===== src/rtl/fetch_unit.sv =====
// Instruction fetch stage: PC register, IF/ID pipeline register and fetch counter.
// Define FETCH_ALIGN_CHECK_EN to flag misaligned or out-of-range fetch addresses in adel_D.
module fetch_unit (
   input  logic        clk,
   input  logic        reset,
   input  logic [31:0] NPC_in,
   input  logic [31:0] instr_F,
   input  logic        stall,
   input  logic        clr_D,
   output logic [31:0] PC_F,
   output logic [31:0] ADD4,
   output logic [31:0] IR_D,
   output logic [31:0] PC_D,
   output logic [31:0] PC4_D,
   output logic        valid_D,
   output logic [31:0] fetch_cnt,
   output logic        adel_D
);

   localparam logic [31:0] ResetPc = 32'h0000_3000;

   logic [31:0] pc_f_q, pc_f_d;
   logic [31:0] ir_q, ir_d;
   logic [31:0] pc_dec_q, pc_dec_d;
   logic [31:0] pc4_dec_q, pc4_dec_d;
   logic        valid_q, valid_d;
   logic [31:0] cnt_q, cnt_d;
   logic [31:0] add4;
   logic [31:0] fetch_ir;

   assign add4 = pc_f_q + 32'd4;

`ifdef FETCH_ALIGN_CHECK_EN
   localparam logic [31:0] TextLo = 32'h0000_3000;
   localparam logic [31:0] TextHi = 32'h0000_6FFC;

   logic adel_q, adel_d;
   logic addr_err;

   assign addr_err = (pc_f_q[1:0] != 2'b00) || (pc_f_q < TextLo) || (pc_f_q > TextHi);
   // A faulting fetch enters decode as a nop tagged with the error flag.
   assign fetch_ir = addr_err ? 32'h0 : instr_F;
`else
   assign fetch_ir = instr_F;
`endif

   always_comb begin
      pc_f_d    = pc_f_q;
      ir_d      = ir_q;
      pc_dec_d  = pc_dec_q;
      pc4_dec_d = pc4_dec_q;
      valid_d   = valid_q;
      cnt_d     = cnt_q;
`ifdef FETCH_ALIGN_CHECK_EN
      adel_d    = adel_q;
`endif
      // stall outranks clr_D: everything holds while stalled.
      if (!stall) begin
         pc_f_d    = NPC_in;
         cnt_d     = cnt_q + 32'd1;
         pc_dec_d  = pc_f_q;
         pc4_dec_d = add4;
         if (clr_D) begin
            ir_d    = 32'h0;
            valid_d = 1'b0;
`ifdef FETCH_ALIGN_CHECK_EN
            adel_d  = 1'b0;
`endif
         end else begin
            ir_d    = fetch_ir;
            valid_d = 1'b1;
`ifdef FETCH_ALIGN_CHECK_EN
            adel_d  = addr_err;
`endif
         end
      end
   end

   always_ff @(posedge clk or posedge reset) begin
      if (reset) begin
         pc_f_q    <= ResetPc;
         ir_q      <= 32'h0;
         pc_dec_q  <= ResetPc;
         pc4_dec_q <= ResetPc + 32'd4;
         valid_q   <= 1'b0;
         cnt_q     <= 32'h0;
      end else begin
         pc_f_q    <= pc_f_d;
         ir_q      <= ir_d;
         pc_dec_q  <= pc_dec_d;
         pc4_dec_q <= pc4_dec_d;
         valid_q   <= valid_d;
         cnt_q     <= cnt_d;
      end
   end

`ifdef FETCH_ALIGN_CHECK_EN
   always_ff @(posedge clk or posedge reset) begin
      if (reset) begin
         adel_q <= 1'b0;
      end else begin
         adel_q <= adel_d;
      end
   end

   assign adel_D = adel_q;
`else
   assign adel_D = 1'b0;
`endif

   assign PC_F      = pc_f_q;
   assign ADD4      = add4;
   assign IR_D      = ir_q;
   assign PC_D      = pc_dec_q;
   assign PC4_D     = pc4_dec_q;
   assign valid_D   = valid_q;
   assign fetch_cnt = cnt_q;

endmodule


===== config.mk =====
export PLATFORM = sky130hd
export DESIGN_NAME = fetch_unit
export DESIGN_NICKNAME = d
export VERILOG_FILES = /design/src/rtl/fetch_unit.sv
export SDC_FILE = /design/constraint.sdc
export NUM_CORES = 1
export LEC_CHECK = 0
export CAP_MARGIN = 20
export CELL_PAD_IN_SITES_DETAIL_PLACEMENT = 1
export CELL_PAD_IN_SITES_GLOBAL_PLACEMENT = 2
export CORE_ASPECT_RATIO = 0.8
export CORE_MARGIN = 2
export CORE_UTILIZATION = 30
export CTS_BUF_LIST = sky130_fd_sc_hd__clkbuf_16
export DETAILED_ROUTE_END_ITERATION = 10
export GPL_ROUTABILITY_DRIVEN = 0
export PLACE_DENSITY_LB_ADDON = 0.3
export SKIP_LAST_GASP = 1
export SLEW_MARGIN = 5
export SYNTH_ARGS = -nofsm -noshare
export SYNTH_HDL_FRONTEND = slang
export SYNTH_SLANG_ARGS = --single-unit

===== constraint.sdc =====
create_clock -name clk -period 10.19 [get_ports clk]
set_clock_uncertainty 0.1 [all_clocks]
set_input_delay 2.038 -clock clk [delete_from_list [all_inputs] [get_ports clk]]
set_output_delay 2.038 -clock clk [all_outputs]
set_load 0.02 [all_outputs]

==> flow_summary.ini, run 1 <==
[power]
p_int_mw = 1.34
ir_drop_uv = 108
p_leak_nw = 4.19
clkPwrFrac_pct = 34.2
power.density_nw_per_um2 = 188
pwr-share-comb_pct = 25.0
p_seq_share_pct = 40.8
p_sw_mw = 0.577
swShare_pct = 30.1

[floorplanning]
fp-row-count = 48
die_h_um = 137
dieArea_um2 = 23500
core_area_um2 = 21700
start_util_pct = 30.8
io_pins = 262
die_x_um = 171

[clock_network]
cts_tree = yes
holdBufCountCts = 0
cts_root_buf = clkbuf_16
cts_buffers = 17
clock_tree.buffer_depth = 2
ctsHtreeMaxLevel = 4
cts-resized-gates = 0
clock_sinks = 159
clk_pin_slew_ps = 70
clock_latency_ps = 420
post-cts-setup-buffers = 0

[hold_path]
hold_path.class = flip-flop to flip-flop

[route]
viasPerCell = 4.67
dr.pass1.iters = 4
route.detailed.drc = 0
routed_wl_um = 20600
ant_nets = 0
post_drt_wl_per_cell_um = 19.4
route.vias.total = 4953
drt_iter0_markers = 156

[worst_setup_path]
crit_fanout = 7
crit_arrival_ps = 3040
critPathCaptureType = output pin
cp_data_required_time_ps = 8050
crit_type = flip-flop to output pin
rrSetupSlack_ps = 7770
startpoint_type = flip-flop

[yosys]
netlist_instances = 490
synth.ff_latch_count = 159
synth_seq_area_share_pct = 59.8
synthesis.nets = 560
synth_cell_types = 32
synth_area_um2 = 6670
avgSynthCellArea_um2 = 13.6
yosysWarnings = 0

[sta]
max_freq_mhz = 193
finalSetupViolCount = 0
drv_slew = 0
finalCritPeriodShare_pct = 50.8
whs_ps = 377
fin_ws_ps = 5010
finalHoldViolations = 0
rsz0062_at_grt = no
tightest_slew_ps = 1010
relSlewSlack_pct = 32.8
tns_ps = 0
post-route-min-period_ps = 5180

[status]
outcome = complete, no violations

[global_routing]
antenna_found_initial = 0
grt_pass1_wl_um = 31000
grt_max_degree = 99
grt_pass1_vias = 5237
grtUsageMet3_pct = 4.77
use_met1_pct = 23.3
grt_overflow = 0
busiest_layer = met2
track_usage_pct = 17.4
grtUsageMet2_pct = 27.7

[layout]
area_delta_synth_final_pct = 52.3
antenna_cells = 0
nets = 818
drive_above_1_share_pct = 18.8
final_util_pct = 46.9

[place]
hpwl_um = 15100
pre_cts_ws_ps = 5430
io_buffers = 260

[run]
cap_violations = 0
==> per-layer routing <==
layer / wire length [um] / up-vias
met5: 0 / -
met2: 9780 / 150
met3: 1160 / 16
met4: 274 / 0
met1: 9350 / 2533
li1: - / 2254
==> cells in the final DEF (no fill, tap or decap), types with 2 or more instances in the layout <==
cell	count
a22o_1	31
and2_1	2
and3_1	5
and3_2	2
and4_1	8
buf_4	3
bufinv_16	3
clkbuf_16	17
clkdlybuf4s50_1	259
clkinv_4	2
clkinvlp_4	3
dfrtp_1	152
dfstp_2	7
ha_1	2
inv_1	9
inv_6	4
mux2_2	89
nand2_1	24
nand2b_1	2
nand3_1	23
nand4_1	13
nand4_4	3
nor2_1	11
nor3_1	8
nor4_2	4
o21ai_0	7
xnor2_1	39
xor2_1	19
==> per-stage QoR <==
stage               instances  instance area (um^2)  total power [mW]
floorplan                 490                  6670              1.01
global placement         1028                  9550              1.26
detailed placement       1029                  9570              1.28
CTS                      1061                 10200              1.95
global route             1061                 10200              2.00
finish                   1061                 10200              1.91
==> registers in the layout, indices dropped and copies added (netlist names) <==
name       cells
IR_D          32
PC_D          32
PC_F          32
fetch_cnt     32
PC4_D         30
valid_D        1
==> power by group through the flow <==
stage / Sequential, mW / Combinational (mW) / Clock [mW]
after CTS: 0.782 / 0.488 / 0.676
final: 0.781 / 0.479 / 0.654
after floorplan: 0.868 / 0.144 / 0
after global placement: 0.785 / 0.476 / 0
after global routing: 0.793 / 0.507 / 0.701
after detailed placement: 0.793 / 0.485 / 0
==> worst max-delay path: stages (launching register included) <==
cell and delay [ps]:
dfrtp_1 470, ha_1 310, nand4_4 180, nor4_4 350, or3b_1 420, xnor2_2 230
clkdlybuf4s50_1 650
==> synthesized netlist by cell type (all sizes together) <==
| cell | number | area (um^2) |
|---|---|---|
| nor2 | 12 | 45.0 |
| dfrtp | 152 | 3800 |
| xnor2 | 40 | 358 |
| nand3 | 23 | 115 |
| clkbuf | 16 | 60.1 |
| dfstp | 7 | 184 |
| o21ai | 7 | 35.0 |
| and2 | 2 | 12.5 |
| nand2 | 24 | 90.1 |
| and3 | 7 | 46.3 |
| nand2b | 2 | 12.5 |
| ha | 2 | 25.0 |
| or2 | 1 | 6.26 |
| nand4 | 16 | 145 |
| buf | 8 | 60.1 |
| a21o | 1 | 7.51 |
| or3b | 1 | 8.76 |
| nor3 | 8 | 40.0 |
| conb | 1 | 3.75 |
| a22o | 31 | 272 |
| nor4 | 5 | 71.3 |
| mux2 | 89 | 1000 |
| and4 | 8 | 70.1 |
| nor2b | 1 | 6.26 |
| inv | 7 | 26.3 |
| xor2 | 19 | 166 |
==> logic make-up after synthesis <==
kind of cell,after synthesis,synth area share (%)
flops,159,59.8
fa+ha+maj,2,0.375
simple gates,110,10.0
buf+inv,31,2.19
compound gates,39,4.71
mux,89,15.0
xor+xnor,59,7.86
other cells,1,0.0562
==> final cells by class <==
| type | instances | area, um^2 |
|---|---|---|
| clock buffer | 17 | 425 |
| multi-input combinational | 300 | 2540 |
| timing repair buffer | 263 | 2630 |
| sequential | 159 | 3990 |
| inverter | 7 | 31.3 |
| tap | 300 | 375 |
| fill | 2250 | 11500 |
| clock inverter | 15 | 173 |
==> worst paths after layout <==
check                      cells after the start       endpoint           from
hold reg to reg                                1  fetch_cnt[31]  fetch_cnt[31]
hold / removal                                 1  fetch_cnt[31]  fetch_cnt[31]
setup reg to reg                               6      PC4_D[22]        PC_F[2]
min in group asynchronous                      2        PC_D[5]          reset
setup / recovery                               6       ADD4[22]        PC_F[2]
max in group asynchronous                      3       PC_D[17]          reset
Power figures use the tool's default switching activity.
==> inputs of run 2 (changes only) <==
Settings changed: CORE_UTILIZATION 30 to 28.
Clock period 10.19 ns to 4.8 ns, I/O delays scaled along.
==> flow_summary.ini, run 2 (synthesis results as in run 1) <==
[sta]
max_freq_mhz = 248
drv_slew = 0
post-route-min-period_ps = 4040
whs_ps = 375
tightest_slew_ps = 1030
rsz0062_at_grt = no
relSlewSlack_pct = 31.6
tns_ps = 0
finalSetupViolCount = 0
finalHoldViolations = 0
finalCritPeriodShare_pct = 84.1

[clock_network]
clock_latency_ps = 420
clock_sinks = 159
holdBufCountCts = 0
cts_tree = yes
ctsHtreeMaxLevel = 4
clock_tree.buffer_depth = 2
cts_root_buf = clkbuf_16
post-cts-setup-buffers = 0
cts_buffers = 17
clk_pin_slew_ps = 70
cts-resized-gates = 0

[floorplanning]
die_x_um = 177
io_pins = 262
start_util_pct = 28.5
dieArea_um2 = 25100
die_h_um = 142
core_area_um2 = 23400
fp-row-count = 50

[layout]
drive_above_1_share_pct = 19.0
antenna_cells = 0
final_common_cell = clkdlybuf4s50_1
area_delta_synth_final_pct = 52.8
final_cell_mix = clkdlybuf4s50_1, dfrtp_1, mux2_2
nets = 819

[power]
p_seq_share_pct = 41.2
clkPwrFrac_pct = 33.8
swShare_pct = 30.7
p_leak_nw = 4.19
p_int_mw = 2.79
ir_drop_uv = 215
pwr-share-comb_pct = 25.1
p_sw_mw = 1.24
power.density_nw_per_um2 = 396

[route]
viasPerCell = 4.61
post_drt_wl_per_cell_um = 19.0
route.vias.total = 4955
dr.pass1.iters = 4
route.detailed.drc = 0
routed_wl_um = 20400
drt_iter0_markers = 193
ant_nets = 0

[worst_setup_path]
startpoint_type = flip-flop
critPathCaptureType = output pin
rr_startpoint = PC_F[4]
ff2ff_path_depth = 5
crit_fanout = 9
crit_type = flip-flop to output pin
reg2reg_to = PC4_D[31]
rrSetupSlack_ps = 2460
crit_arrival_ps = 2980
cp_data_required_time_ps = 3740

[place]
hpwl_um = 15100
io_buffers = 260

[global_routing]
grt_max_degree = 82
grt_pass1_vias = 5395
grt_overflow = 0
antenna_found_initial = 0
grt_pass1_wl_um = 32000
track_usage_pct = 16.5

[hold_path]
hold_path.class = flip-flop to flip-flop
min_to = fetch_cnt[31]
hp-start = fetch_cnt[31]
hold_depth = 1

[status]
outcome = complete, no violations

[run]
cap_violations = 0
## run 2: changes by cell type in the layout (fill, tap and decap cells not counted)
cell,before,now
buf_12,0,2
buf_4,3,2
bufinv_16,3,2
clkinv_2,1,0
clkinv_4,2,1
clkinvlp_4,3,6
inv_1,9,8
inv_8,0,1
## run 2: worst max-delay path by stage
stage,endpoint,slack (ps),cells after the start,startpoint
3_5_place_dp,ADD4[22],1170,6,PC_F[2]
6_report,ADD4[31],760,5,PC_F[4]
4_1_cts,ADD4[22],690,6,PC_F[2]
2_1_floorplan,IR_D[0],1730,1,reset
5_1_grt,ADD4[31],490,5,PC_F[4]
3_3_place_gp,ADD4[22],1240,6,PC_F[2]
## run 2: area by class of cell
cell class              count  area, um^2
fillers                  2462       13200
flip-flops and latches    159        3990
repair buffers            264        2660
multi-input cells         300        2540
clock buffers              17         425
well taps                 312         390
clock inverters            15         160
inverters                   7        30.0
## run 2: layer usage
metal | up-vias | part of all wire (%) | track usage (%)
li1 | 2248 | - | -
met1 | 2544 | 46 | 22.5
met2 | 149 | 48 | 26.4
met3 | 14 | 5.2 | 3.90
met4 | 0 | 1.0 | 4.61
met5 | - | 0 | 0
## run 2: worst max-delay path, cell delays in order, from the launching register on
cell             delay (ps)
dfrtp_1                 530
and4_1                  390
nand4_4                 260
nor3_1                  480
xor2_1                  240
clkdlybuf4s50_1         640
## run 2: power by group through the flow
stage	Clock [mW]	Sequential, mW	Combinational, mW
4_1_cts	1.41	1.66	1.03
2_1_floorplan	0	1.84	0.307
3_3_place_gp	0	1.67	1.01
5_1_grt	1.47	1.69	1.07
3_5_place_dp	0	1.69	1.03
6_report	1.36	1.66	1.01
## run 2: metrics by stage
stage	utilization [%]	std cells	total power [mW]	instance area [um^2]	worst slack, ps
final	43.6	1074	4.03	10200	764
after global routing	43.6	1074	4.23	10200	490
after CTS	43.6	1074	4.11	10200	689
after detailed placement	41.1	1042	2.71	9610	1170
after global placement	41.0	1041	2.68	9600	1240
after floorplan	-	490	2.15	6680	1730
==> inputs of run 3 (changes only) <==
Clock period 4.8 ns to 3.96 ns, I/O delays scaled along.
==> flow_summary.ini, run 3 (synthesis results as in run 1) <==
[status]
outcome = complete, no violations

[power]
swShare_pct = 31.4
power.density_nw_per_um2 = 467
p_sw_mw = 1.49
pwr-share-comb_pct = 25.9
ir_drop_uv = 278
p_leak_nw = 4.18
clkPwrFrac_pct = 31.8
p_int_mw = 3.26
p_seq_share_pct = 42.3

[route]
ant_nets = 0
route.detailed.drc = 0
viasPerCell = 4.57
dr.pass1.iters = 4
post_drt_wl_per_cell_um = 18.8
route.vias.total = 4917
drt_iter0_markers = 172
routed_wl_um = 20200

[clock_network]
cts_root_buf = clkbuf_16
clk_pin_slew_ps = 60
cts_buffers = 17
holdBufCountCts = 0
clock_tree.buffer_depth = 2
cts_tree = yes
post-cts-setup-buffers = 0
clock_sinks = 159
clock_latency_ps = 420
ctsHtreeMaxLevel = 4

[sta]
relSlewSlack_pct = 40.7
fin_ws_ps = 165
max_freq_mhz = 264
finalCritPeriodShare_pct = 95.8
tns_ps = 0
rsz0062_at_grt = no
tightest_slew_ps = 890
finalSetupViolCount = 0
drv_slew = 0
post-route-min-period_ps = 3790
finalHoldViolations = 0

[layout]
post-route-cell-area_um2 = 10200
antenna_cells = 0
drive_above_1_share_pct = 19.5
nets = 822
final_util_pct = 43.4
fill_cells = 2425
area_delta_synth_final_pct = 52.3
final_cell_mix = clkdlybuf4s50_1, dfrtp_1, mux2_2
final_common_cell = clkdlybuf4s50_1

[floorplanning]
die_x_um = 177
fp-row-count = 50
die_h_um = 142
core_area_um2 = 23400
dieArea_um2 = 25100
io_pins = 262
start_util_pct = 28.5

[hold_path]
hp-start = PC_D[14]
hold_path.class = flip-flop to flip-flop
hold_depth = 2
min_to = PC_D[14]

[worst_setup_path]
reg2reg_to = PC4_D[22]
rr_startpoint = PC_F[2]
cp_data_required_time_ps = 3070
startpoint_type = flip-flop
critPathCaptureType = output pin
crit_arrival_ps = 2900
crit_type = flip-flop to output pin
ff2ff_path_depth = 6
rrSetupSlack_ps = 1600
crit_fanout = 8

[global_routing]
track_usage_pct = 16.1
grt_pass1_vias = 5251
grt_max_degree = 160
antenna_found_initial = 0
grt_overflow = 0
grt_pass1_wl_um = 31100

[place]
placed_area_um2 = 9610
io_buffers = 260
hpwl_um = 14900
pre_cts_ws_ps = 452

[run]
cap_violations = 0
-- run 3: final cells by class --
type	instances	area, um^2	area share, %
Inverter	7	30.0	0.295
Clock buffer	17	425	4.19
Clock inverter	15	113	1.11
Tap cell	312	390	3.84
Sequential cell	159	3990	39.2
Multi-Input combinational cell	300	2550	25.1
Timing Repair Buffer	267	2660	26.2
-- run 3: per-stage QoR --
step / instances / hold WS, ps / power, mW
after floorplan: 490 / 423 / 2.61
after global placement: 1045 / 363 / 3.26
after detailed placement: 1045 / 372 / 3.29
after CTS: 1077 / 390 / 4.83
after global routing: 1077 / 410 / 4.99
final: 1077 / 385 / 4.75
-- run 3: metal layers --
| layer | vias up | track usage (%) | part of all wire, % |
|---|---|---|---|
| met3 | 12 | 4.27 | 5.6 |
| met1 | 2516 | 21.5 | 46 |
| met2 | 131 | 26.0 | 48 |
| met5 | - | 0 | 0 |
| li1 | 2258 | - | - |
| met4 | 0 | 3.78 | 0.83 |
-- run 3: what timing repair did --
item                                    4_1_cts  5_1_grt
endpoints found under the hold margin         0        0
gates cloned                                  0        0
endpoints found under the setup margin        1        4
gates resized for setup                       1        2
-- run 3: critical path, stage by stage, from the launching register on --
cell             delay [ps]
dfrtp_1                 520
and4_1                  270
nand4_1                 310
nor3_1                  530
xor2_1                  220
clkdlybuf4s50_1         630
-- run 3: worst max path at each step --
stage	from	endpoint
CTS	PC_F[2]	ADD4[12]
detailed placement	PC_F[2]	ADD4[22]
global placement	PC_F[2]	ADD4[22]
floorplan	reset	IR_D[0]
finish	PC_F[17]	ADD4[31]
global route	PC_F[4]	ADD4[31]
-- run 3: power groups by stage --
stage	Clock (mW)	Combinational, mW	Sequential [mW]
final	1.51	1.23	2.01
after global routing	1.65	1.30	2.04
after CTS	1.57	1.25	2.01
after detailed placement	0	1.25	2.04
after global placement	0	1.23	2.02
after floorplan	0	0.372	2.23
